## src/rtl/wb_arbiter.sv

```systemverilog
// ============================================================================
// wb_arbiter : two-source register-file writeback arbiter with per-source
//              FIFOs and round-robin grant; one registered write per cycle.
// Revision   : 1.0
// ============================================================================
`default_nettype none

module wb_arbiter #(
  parameter int DW    = 16,
  parameter int AW    = 3,
  parameter int DEPTH = 2
) (
  input  logic                       clk,
  input  logic                       rst,
  input  logic                       a_valid,
  output logic                       a_ready,
  input  logic [AW-1:0]              a_wreg,
  input  logic [DW-1:0]              a_wd,
  input  logic                       b_valid,
  output logic                       b_ready,
  input  logic [AW-1:0]              b_wreg,
  input  logic [DW-1:0]              b_wd,
  input  logic                       flush,
  output logic                       wr_en,
  output logic [AW-1:0]              wr_reg,
  output logic [DW-1:0]              wr_data,
  output logic [$clog2(DEPTH):0]     a_count,
  output logic [$clog2(DEPTH):0]     b_count,
  output logic                       busy
);

  localparam int PW = $clog2(DEPTH);
  localparam int CW = PW + 1;
  localparam int EW = AW + DW;

  typedef enum logic {SRC_A = 1'b0, SRC_B = 1'b1} src_e;

  logic [EW-1:0] a_mem [DEPTH];
  logic [EW-1:0] b_mem [DEPTH];

  logic [PW-1:0] a_rd_q, a_rd_d, a_wr_q, a_wr_d;
  logic [PW-1:0] b_rd_q, b_rd_d, b_wr_q, b_wr_d;
  logic [CW-1:0] a_cnt_q, a_cnt_d, b_cnt_q, b_cnt_d;
  src_e          last_grant_q, last_grant_d;
  logic          wr_en_q, wr_en_d;
  logic [AW-1:0] wr_reg_q, wr_reg_d;
  logic [DW-1:0] wr_data_q, wr_data_d;

  logic          a_push, b_push, a_ne, b_ne, grant_a, grant_b;
  logic [EW-1:0] a_head, b_head;

  assign a_ready = (a_cnt_q < CW'(DEPTH)) && !flush;
  assign b_ready = (b_cnt_q < CW'(DEPTH)) && !flush;
  assign a_push  = a_valid && a_ready;
  assign b_push  = b_valid && b_ready;
  assign a_ne    = (a_cnt_q != '0);
  assign b_ne    = (b_cnt_q != '0);
  assign a_head  = a_mem[a_rd_q];
  assign b_head  = b_mem[b_rd_q];

  // On a tie the source that did not win last time takes the grant.
  assign grant_a = !flush && a_ne && (!b_ne || (last_grant_q == SRC_B));
  assign grant_b = !flush && b_ne && !grant_a;

  always_comb begin
    a_rd_d       = a_rd_q;
    a_wr_d       = a_wr_q;
    b_rd_d       = b_rd_q;
    b_wr_d       = b_wr_q;
    a_cnt_d      = a_cnt_q;
    b_cnt_d      = b_cnt_q;
    last_grant_d = last_grant_q;
    wr_en_d      = 1'b0;
    wr_reg_d     = wr_reg_q;
    wr_data_d    = wr_data_q;
    if (flush) begin
      a_rd_d  = '0;
      a_wr_d  = '0;
      b_rd_d  = '0;
      b_wr_d  = '0;
      a_cnt_d = '0;
      b_cnt_d = '0;
    end else begin
      if (a_push) a_wr_d = a_wr_q + PW'(1);
      if (b_push) b_wr_d = b_wr_q + PW'(1);
      if (grant_a) a_rd_d = a_rd_q + PW'(1);
      if (grant_b) b_rd_d = b_rd_q + PW'(1);
      a_cnt_d = a_cnt_q + CW'(a_push) - CW'(grant_a);
      b_cnt_d = b_cnt_q + CW'(b_push) - CW'(grant_b);
      if (grant_a) begin
        wr_en_d      = 1'b1;
        {wr_reg_d, wr_data_d} = a_head;
        last_grant_d = SRC_A;
      end else if (grant_b) begin
        wr_en_d      = 1'b1;
        {wr_reg_d, wr_data_d} = b_head;
        last_grant_d = SRC_B;
      end
    end
  end

  // Storage needs no reset: occupancy alone decides which entries are live.
  always_ff @(posedge clk) begin
    if (a_push) a_mem[a_wr_q] <= {a_wreg, a_wd};
    if (b_push) b_mem[b_wr_q] <= {b_wreg, b_wd};
  end

  always_ff @(posedge clk or negedge rst) begin
    if (!rst) begin
      a_rd_q       <= '0;
      a_wr_q       <= '0;
      b_rd_q       <= '0;
      b_wr_q       <= '0;
      a_cnt_q      <= '0;
      b_cnt_q      <= '0;
      last_grant_q <= SRC_B;
      wr_en_q      <= 1'b0;
      wr_reg_q     <= '0;
      wr_data_q    <= '0;
    end else begin
      a_rd_q       <= a_rd_d;
      a_wr_q       <= a_wr_d;
      b_rd_q       <= b_rd_d;
      b_wr_q       <= b_wr_d;
      a_cnt_q      <= a_cnt_d;
      b_cnt_q      <= b_cnt_d;
      last_grant_q <= last_grant_d;
      wr_en_q      <= wr_en_d;
      wr_reg_q     <= wr_reg_d;
      wr_data_q    <= wr_data_d;
    end
  end

  assign wr_en   = wr_en_q;
  assign wr_reg  = wr_reg_q;
  assign wr_data = wr_data_q;
  assign a_count = a_cnt_q;
  assign b_count = b_cnt_q;
  assign busy    = a_ne || b_ne || wr_en_q;

endmodule

`default_nettype wire
```

## config.mk

```make
export PLATFORM = sky130hd
export DESIGN_NAME = wb_arbiter
export DESIGN_NICKNAME = d
export VERILOG_FILES = /design/src/rtl/wb_arbiter.sv
export SDC_FILE = /design/constraint.sdc
export NUM_CORES = 1
export LEC_CHECK = 0
export CAP_MARGIN = 20
export CORE_AREA = 2 2 89 91
export CTS_CLUSTER_SIZE = 25
export DETAILED_ROUTE_END_ITERATION = 10
export DIE_AREA = 0 0 91 93
export PLACE_DENSITY = 0.83
export SKIP_LAST_GASP = 1
export SLEW_MARGIN = 20
export SYNTH_ARGS = -nofsm -noshare
export SYNTH_HDL_FRONTEND = slang
export SYNTH_SLANG_ARGS = --single-unit
```

## constraint.sdc

```tcl
create_clock -name clk -period 4 [get_ports clk]
set_input_delay 1 -clock clk [delete_from_list [all_inputs] [get_ports clk]]
set_output_delay 1 -clock clk [all_outputs]
set_load 0.02 [all_outputs]
```

==> results of run 1 <==
power groups by stage:
stage / Combinational (mW) / Clock (mW) / Sequential [mW]
2_1_floorplan: 0.591 / 0 / 1.63
3_3_place_gp: 1.04 / 0 / 1.56
3_5_place_dp: 1.08 / 0 / 1.57
4_1_cts: 1.09 / 0.706 / 1.55
5_1_grt: 1.17 / 0.751 / 1.58
6_report: 1.08 / 0.698 / 1.55
metrics by stage:
stage | cells | worst slack (ps) | hold slack [ps] | util [%] | power [mW]
after floorplan | 280 | 1300 | 495 | - | 2.22
final | 459 | 693 | 482 | 68.8 | 3.32
after detailed placement | 443 | 653 | 465 | 66.0 | 2.65
after CTS | 459 | 693 | 488 | 68.8 | 3.34
after global routing | 459 | 635 | 542 | 68.8 | 3.50
after global placement | 443 | 708 | 458 | 66.0 | 2.60
placed cells by master, fill, tap and decap left out, types with 2 or more instances in the layout:
| cell | Yosys | final |
|---|---|---|
| clkbuf_8 | 0 | 9 |
| nand2_1 | 21 | 21 |
| buf_4 | 2 | 9 |
| inv_8 | 0 | 3 |
| o31ai_1 | 20 | 20 |
| inv_6 | 0 | 3 |
| ha_1 | 4 | 4 |
| and3_1 | 2 | 2 |
| nor2_2 | 1 | 3 |
| a211oi_1 | 31 | 31 |
| inv_1 | 3 | 3 |
| edfxtp_1 | 76 | 76 |
| nor2b_1 | 42 | 42 |
| dfrtp_1 | 28 | 27 |
| xor2_1 | 2 | 2 |
| a211oi_2 | 7 | 7 |
| clkdlybuf4s50_1 | 0 | 69 |
| nor2_1 | 8 | 6 |
| xnor2_1 | 4 | 4 |
| o21ai_0 | 2 | 2 |
kinds of logic after synthesis:
| logic type | Yosys count | share of synthesized area, % |
|---|---|---|
| DFF | 105 | 72.1 |
| and+or+nand+nor | 81 | 10.4 |
| adders and majority gates | 4 | 1.20 |
| AOI/OAI and AO/OA | 63 | 12.3 |
| buffers and inverters | 21 | 2.73 |
| xor gates and xnor gates | 6 | 1.26 |
worst max-delay path, cell delays in order:
cell,delay (ps)
clkdlybuf4s50_1,480
nor2_1,190
clkdlybuf4s50_1,640
worst paths after layout:
check                                        startpoint                        to  slack [ps]  cells after the start
min in group asynchronous                           rst           wr_en$_DFF_PN0_        1010                      2
worst max register to register     b_count[1]$_DFF_PN0_      b_count[1]$_DFF_PN0_        1500                     10
max in group asynchronous                           rst  last_grant_q$_DFFE_PN1P_        2660                      2
worst min register to register  wr_data[15]$_DFFE_PN0P_   wr_data[15]$_DFFE_PN0P_         480                      2
worst max-delay path                              flush                   a_ready         690                      3
worst min-delay path            wr_data[15]$_DFFE_PN0P_   wr_data[15]$_DFFE_PN0P_         480                      2
cell type report:
class / count / share of cell area, %
Clock inverter: 7 / 1.74
Clock buffer: 9 / 2.39
Timing Repair Buffer: 78 / 14.6
Sequential cell: 105 / 58.1
Multi-Input combinational cell: 154 / 20.4
Inverter: 4 / 0.338
Tap cell: 102 / 2.46
per-layer routing:
| metal | GRT usage, % | wire length, um |
|---|---|---|
| met5 | 0 | 0 |
| met2 | 35.0 | 4260 |
| met3 | 3.46 | 252 |
| met4 | 9.85 | 160 |
| met1 | 23.6 | 3200 |
==> reports/qor.yml, run 1 <==
status: "finished, final reports clean"
die_x_um: 91
yosys_warnings: 0
clockBufferDepth: 2
final_hold_viol_count: 0
clockPowerShare_pct: 21.0
powerDensity_nw_per_um2: 641
gr-usage-all-layers_pct: 19.8
fillCellCount: 525
max_freq_mhz: 302
nNetsFinal: 399
post_cts_buffers: 0
critPathKind: "in -> out"
clock_latency_ps: 370
synth_async_sr_flop_share_pct: 27.6
vias_per_cell: 5.40
drtAntennaViolNets: 0
synth_nets: 327
synth_edf_count: 76
antenna_found_initial: 0
port_buffers: 69
irDropWorstVdd_mv: 0.325
yosys.area.top_type: "edfxtp_1"
syn_inst: 280
ys_seq_elements: 105
cp-end-kind: "primary output"
multi_input_area_um2: 1050
synth_top_cell_area_share_pct: 54.7
drive_gt1_share_pct: 11.2
seq_area_um2: 3010
seq_area_frac_synth_pct: 72.1
tightest_slew_ps: 686
finalCritPeriodShare_pct: 82.7
wl_per_cell_um: 17.2
drc: 0
period_needed_ps: 3310
combPwrFrac_pct: 32.4
required_ps: 3000
synthMostInstantiatedCell: "edfxtp_1"
cts_buffers: 9
ys_types: 31
hpwl_um: 5290
final_area_um2: 5180
syn_area_um2: 4170
setup_violations: 0
clockRootBuffer: "clkbuf_8"
slew_headroom_pct: 54.1
drtPass1Iterations: 4
antenna_cells: 0
synth_commonest_cells: "76 x edfxtp_1, 42 x nor2b_1, 31 x a211oi_1"
routabilityCongestion: 0.799
die-area_um2: 8460
p_sw_mw: 1.14
fin_tns_setup_ps: 0
fp.dieH_um: 93
grt_pass1_wl_um: 12600
cts_htree_levels: 3
path_clk_slew_ps: 100
p_int_mw: 2.18
wl_um: 7880
grt_max_degree: 41
synth_area_leaders: "edfxtp_1 55%, dfrtp_1 17%, nor2b_1 6.3%, a211oi_1 5.6%, o31ai_1 3.6%"
swShare_pct: 34.5
grt-ovfl-total: 0
ys.flop_type: "edfxtp_1"
grt_pass1_vias: 2617
cts_resized: 0
cp_max_fo: 5
ctsHoldBuffers: 0
coreArea_um2: 7530
cts_tree: "done"
initial_utilization_pct: 55.4
fp-row-count: 32
drt_iter0_drc: 146
place_area_um2: 4970
slew_viol_final: 0
synth_area_per_cell_um2: 14.9
drv_cap: 0
cp-start-kind: "input port"
via_count: 2478
clock_skew_ps: 14.3
cts.sinks: 105
rsz0062_at_grt: "no"
io_pins: 70
hold_class: "reg -> reg"
area_growth_pct: 24.2
seq_power_share_pct: 46.6
cp.arrival_ps: 2310
p_leak_nw: 1.87
Power figures use the tool's default switching activity.
==> inputs of run 2 (changes only) <==
Settings changed: CORE_AREA 2 2 89 91 to 2 2 92 94, DIE_AREA 0 0 91 93 to 0 0 94 96, PLACE_DENSITY 0.83 to 0.78.
Clock period 4 ns to 3.2 ns, I/O delays scaled along.
==> reports/qor.yml, run 2 (same netlist as run 1, synthesis figures left out) <==
cts_htree_levels: 3
cp-start-kind: "input port"
rr_startpoint: "b_count[1]$_DFF_PN0_"
grt_pass1_wl_um: 12300
io_pins: 70
cp.arrival_ps: 2250
antenna_cells: 0
finalCritPeriodShare_pct: 95.4
powerDensity_nw_per_um2: 779
cts_buffers: 9
slew_viol_final: 0
max_freq_mhz: 328
critPathBufInv: 2
drtPass1Iterations: 4
drtAntennaViolNets: 0
rrSetupSlack_ps: 1230
cp_max_fo: 8
rsz0062_at_grt: "no"
clock_latency_ps: 360
status: "finished, final reports clean"
nNetsFinal: 402
fillCellCount: 584
path_depth: 3
path_clk_slew_ps: 90
antenna_found_initial: 0
endpoint: "b_ready"
post_cts_buffers: 0
regToRegEndpoint: "b_count[1]$_DFF_PN0_"
grt_max_degree: 30
cts_resized: 0
area_growth_pct: 24.0
layout_common_cells: "76 x edfxtp_1, 69 x clkdlybuf4s50_1, 42 x nor2b_1, 31 x a211oi_1, 28 x dfrtp_1"
timing.hold.ws_ps: 480
cts_tree: "done"
hp-start: "wr_reg[1]$_DFFE_PN0P_"
grt-ovfl-total: 0
drc: 0
die_x_um: 94
fp-row-count: 33
drv_cap: 0
critPathKind: "in -> out"
fin_tns_setup_ps: 0
initial_utilization_pct: 51.8
cp_slowest_stage_delay_ps: 670
via_count: 2450
ctsHoldBuffers: 0
cp_common_cell: "clkdlybuf4s50_1"
vias_per_cell: 5.27
r2r_cells: 10
critical_path.cell_chain: "clkdlybuf4s50_1 > nor2_1 > clkdlybuf4s50_1"
total_power_mw: 4.03
setup_violations: 0
cts.sinks: 105
period_needed_ps: 3050
clock_skew_ps: 15.9
hpwl_um: 5210
required_ps: 2400
fp.dieH_um: 96
final_hold_viol_count: 0
slew_headroom_pct: 47.0
coreArea_um2: 8050
clockRootBuffer: "clkbuf_8"
gr-usage-all-layers_pct: 18.6
routabilityCongestion: 0.733
wl_per_cell_um: 16.4
irDropWorstVdd_mv: 0.349
tightest_slew_ps: 795
drt_iter0_drc: 142
place_area_um2: 4990
final_common_cell: "edfxtp_1"
drive_gt1_share_pct: 11.4
die-area_um2: 9020
hold_class: "reg -> reg"
wl_um: 7640
port_buffers: 69
p_leak_nw: 1.85
clockBufferDepth: 2
cp_top_family: "buffers and inverters"
cp-startpoint: "flush"
crit_slowest_cell: "clkdlybuf4s50_1"
final_area_um2: 5170
cp-end-kind: "primary output"
grt_pass1_vias: 2442
-- run 2: cell count changes in the layout (fill, tap and decap cells not counted) --
cell        previous run  this run
buf_4                  9        12
inv_6                  3         2
dfrtp_1               27        28
clkbuf_1               0         1
clkinvlp_4             0         3
bufinv_16              1         0
dfrtp_2                1         0
inv_8                  3         1
-- run 2: worst min path at each step --
stage / to / slack [ps] / cells past startpoint
6_report: wr_reg[1]$_DFFE_PN0P_ / 480 / 2
5_1_grt: wr_data[1]$_DFFE_PN0P_ / 520 / 2
4_1_cts: wr_reg[1]$_DFFE_PN0P_ / 490 / 2
3_5_place_dp: wr_reg[1]$_DFFE_PN0P_ / 470 / 2
3_3_place_gp: wr_reg[2]$_DFFE_PN0P_ / 460 / 2
2_1_floorplan: a_count[0]$_DFF_PN0_ / 500 / 0
-- run 2: through the flow --
stage	util, %	std cells	worst slack, ps
floorplan	-	280	696
global placement	62.0	449	242
detailed placement	62.0	449	146
CTS	64.2	465	145
global route	64.2	465	89.3
finish	64.2	465	148
-- run 2: report_power, final --
group / switching, mW / internal (mW) / leakage, nW
Sequential: 0.201 / 1.73 / 1.06
Combinational: 0.733 / 0.621 / 0.710
Clock: 0.450 / 0.294 / 0.0814
Total: 1.38 / 2.64 / 1.85
-- run 2: layout make-up --
class / count / area [um2] / share of cell area [%]
Clock buffer: 10 / 128 / 2.47
Clock inverter: 6 / 51.3 / 0.992
Inverter: 4 / 17.5 / 0.339
Multi-Input combinational cell: 154 / 1050 / 20.4
Sequential cell: 105 / 3010 / 58.2
Tap cell: 105 / 131 / 2.54
Timing Repair Buffer: 81 / 781 / 15.1
-- run 2: worst reg2reg max path, cell delays in order, from the launching register on --
cell,delay [ps]
dfrtp_1,480
nor2_2,250
o21ai_4,90
inv_4,140
nor3_1,70
ha_1,290
inv_1,60
ha_1,150
xor2_1,180
xnor2_1,130
nor2_1,50
-- run 2: routing by layer --
metal / routed length (um) / track usage [%] / vias up
met5: 0 / 0 / -
met3: 286 / 4.15 / 10
li1: - / - / 1195
met1: 3340 / 24.2 / 1192
met4: 153 / 7.00 / 0
met2: 3870 / 30.9 / 53
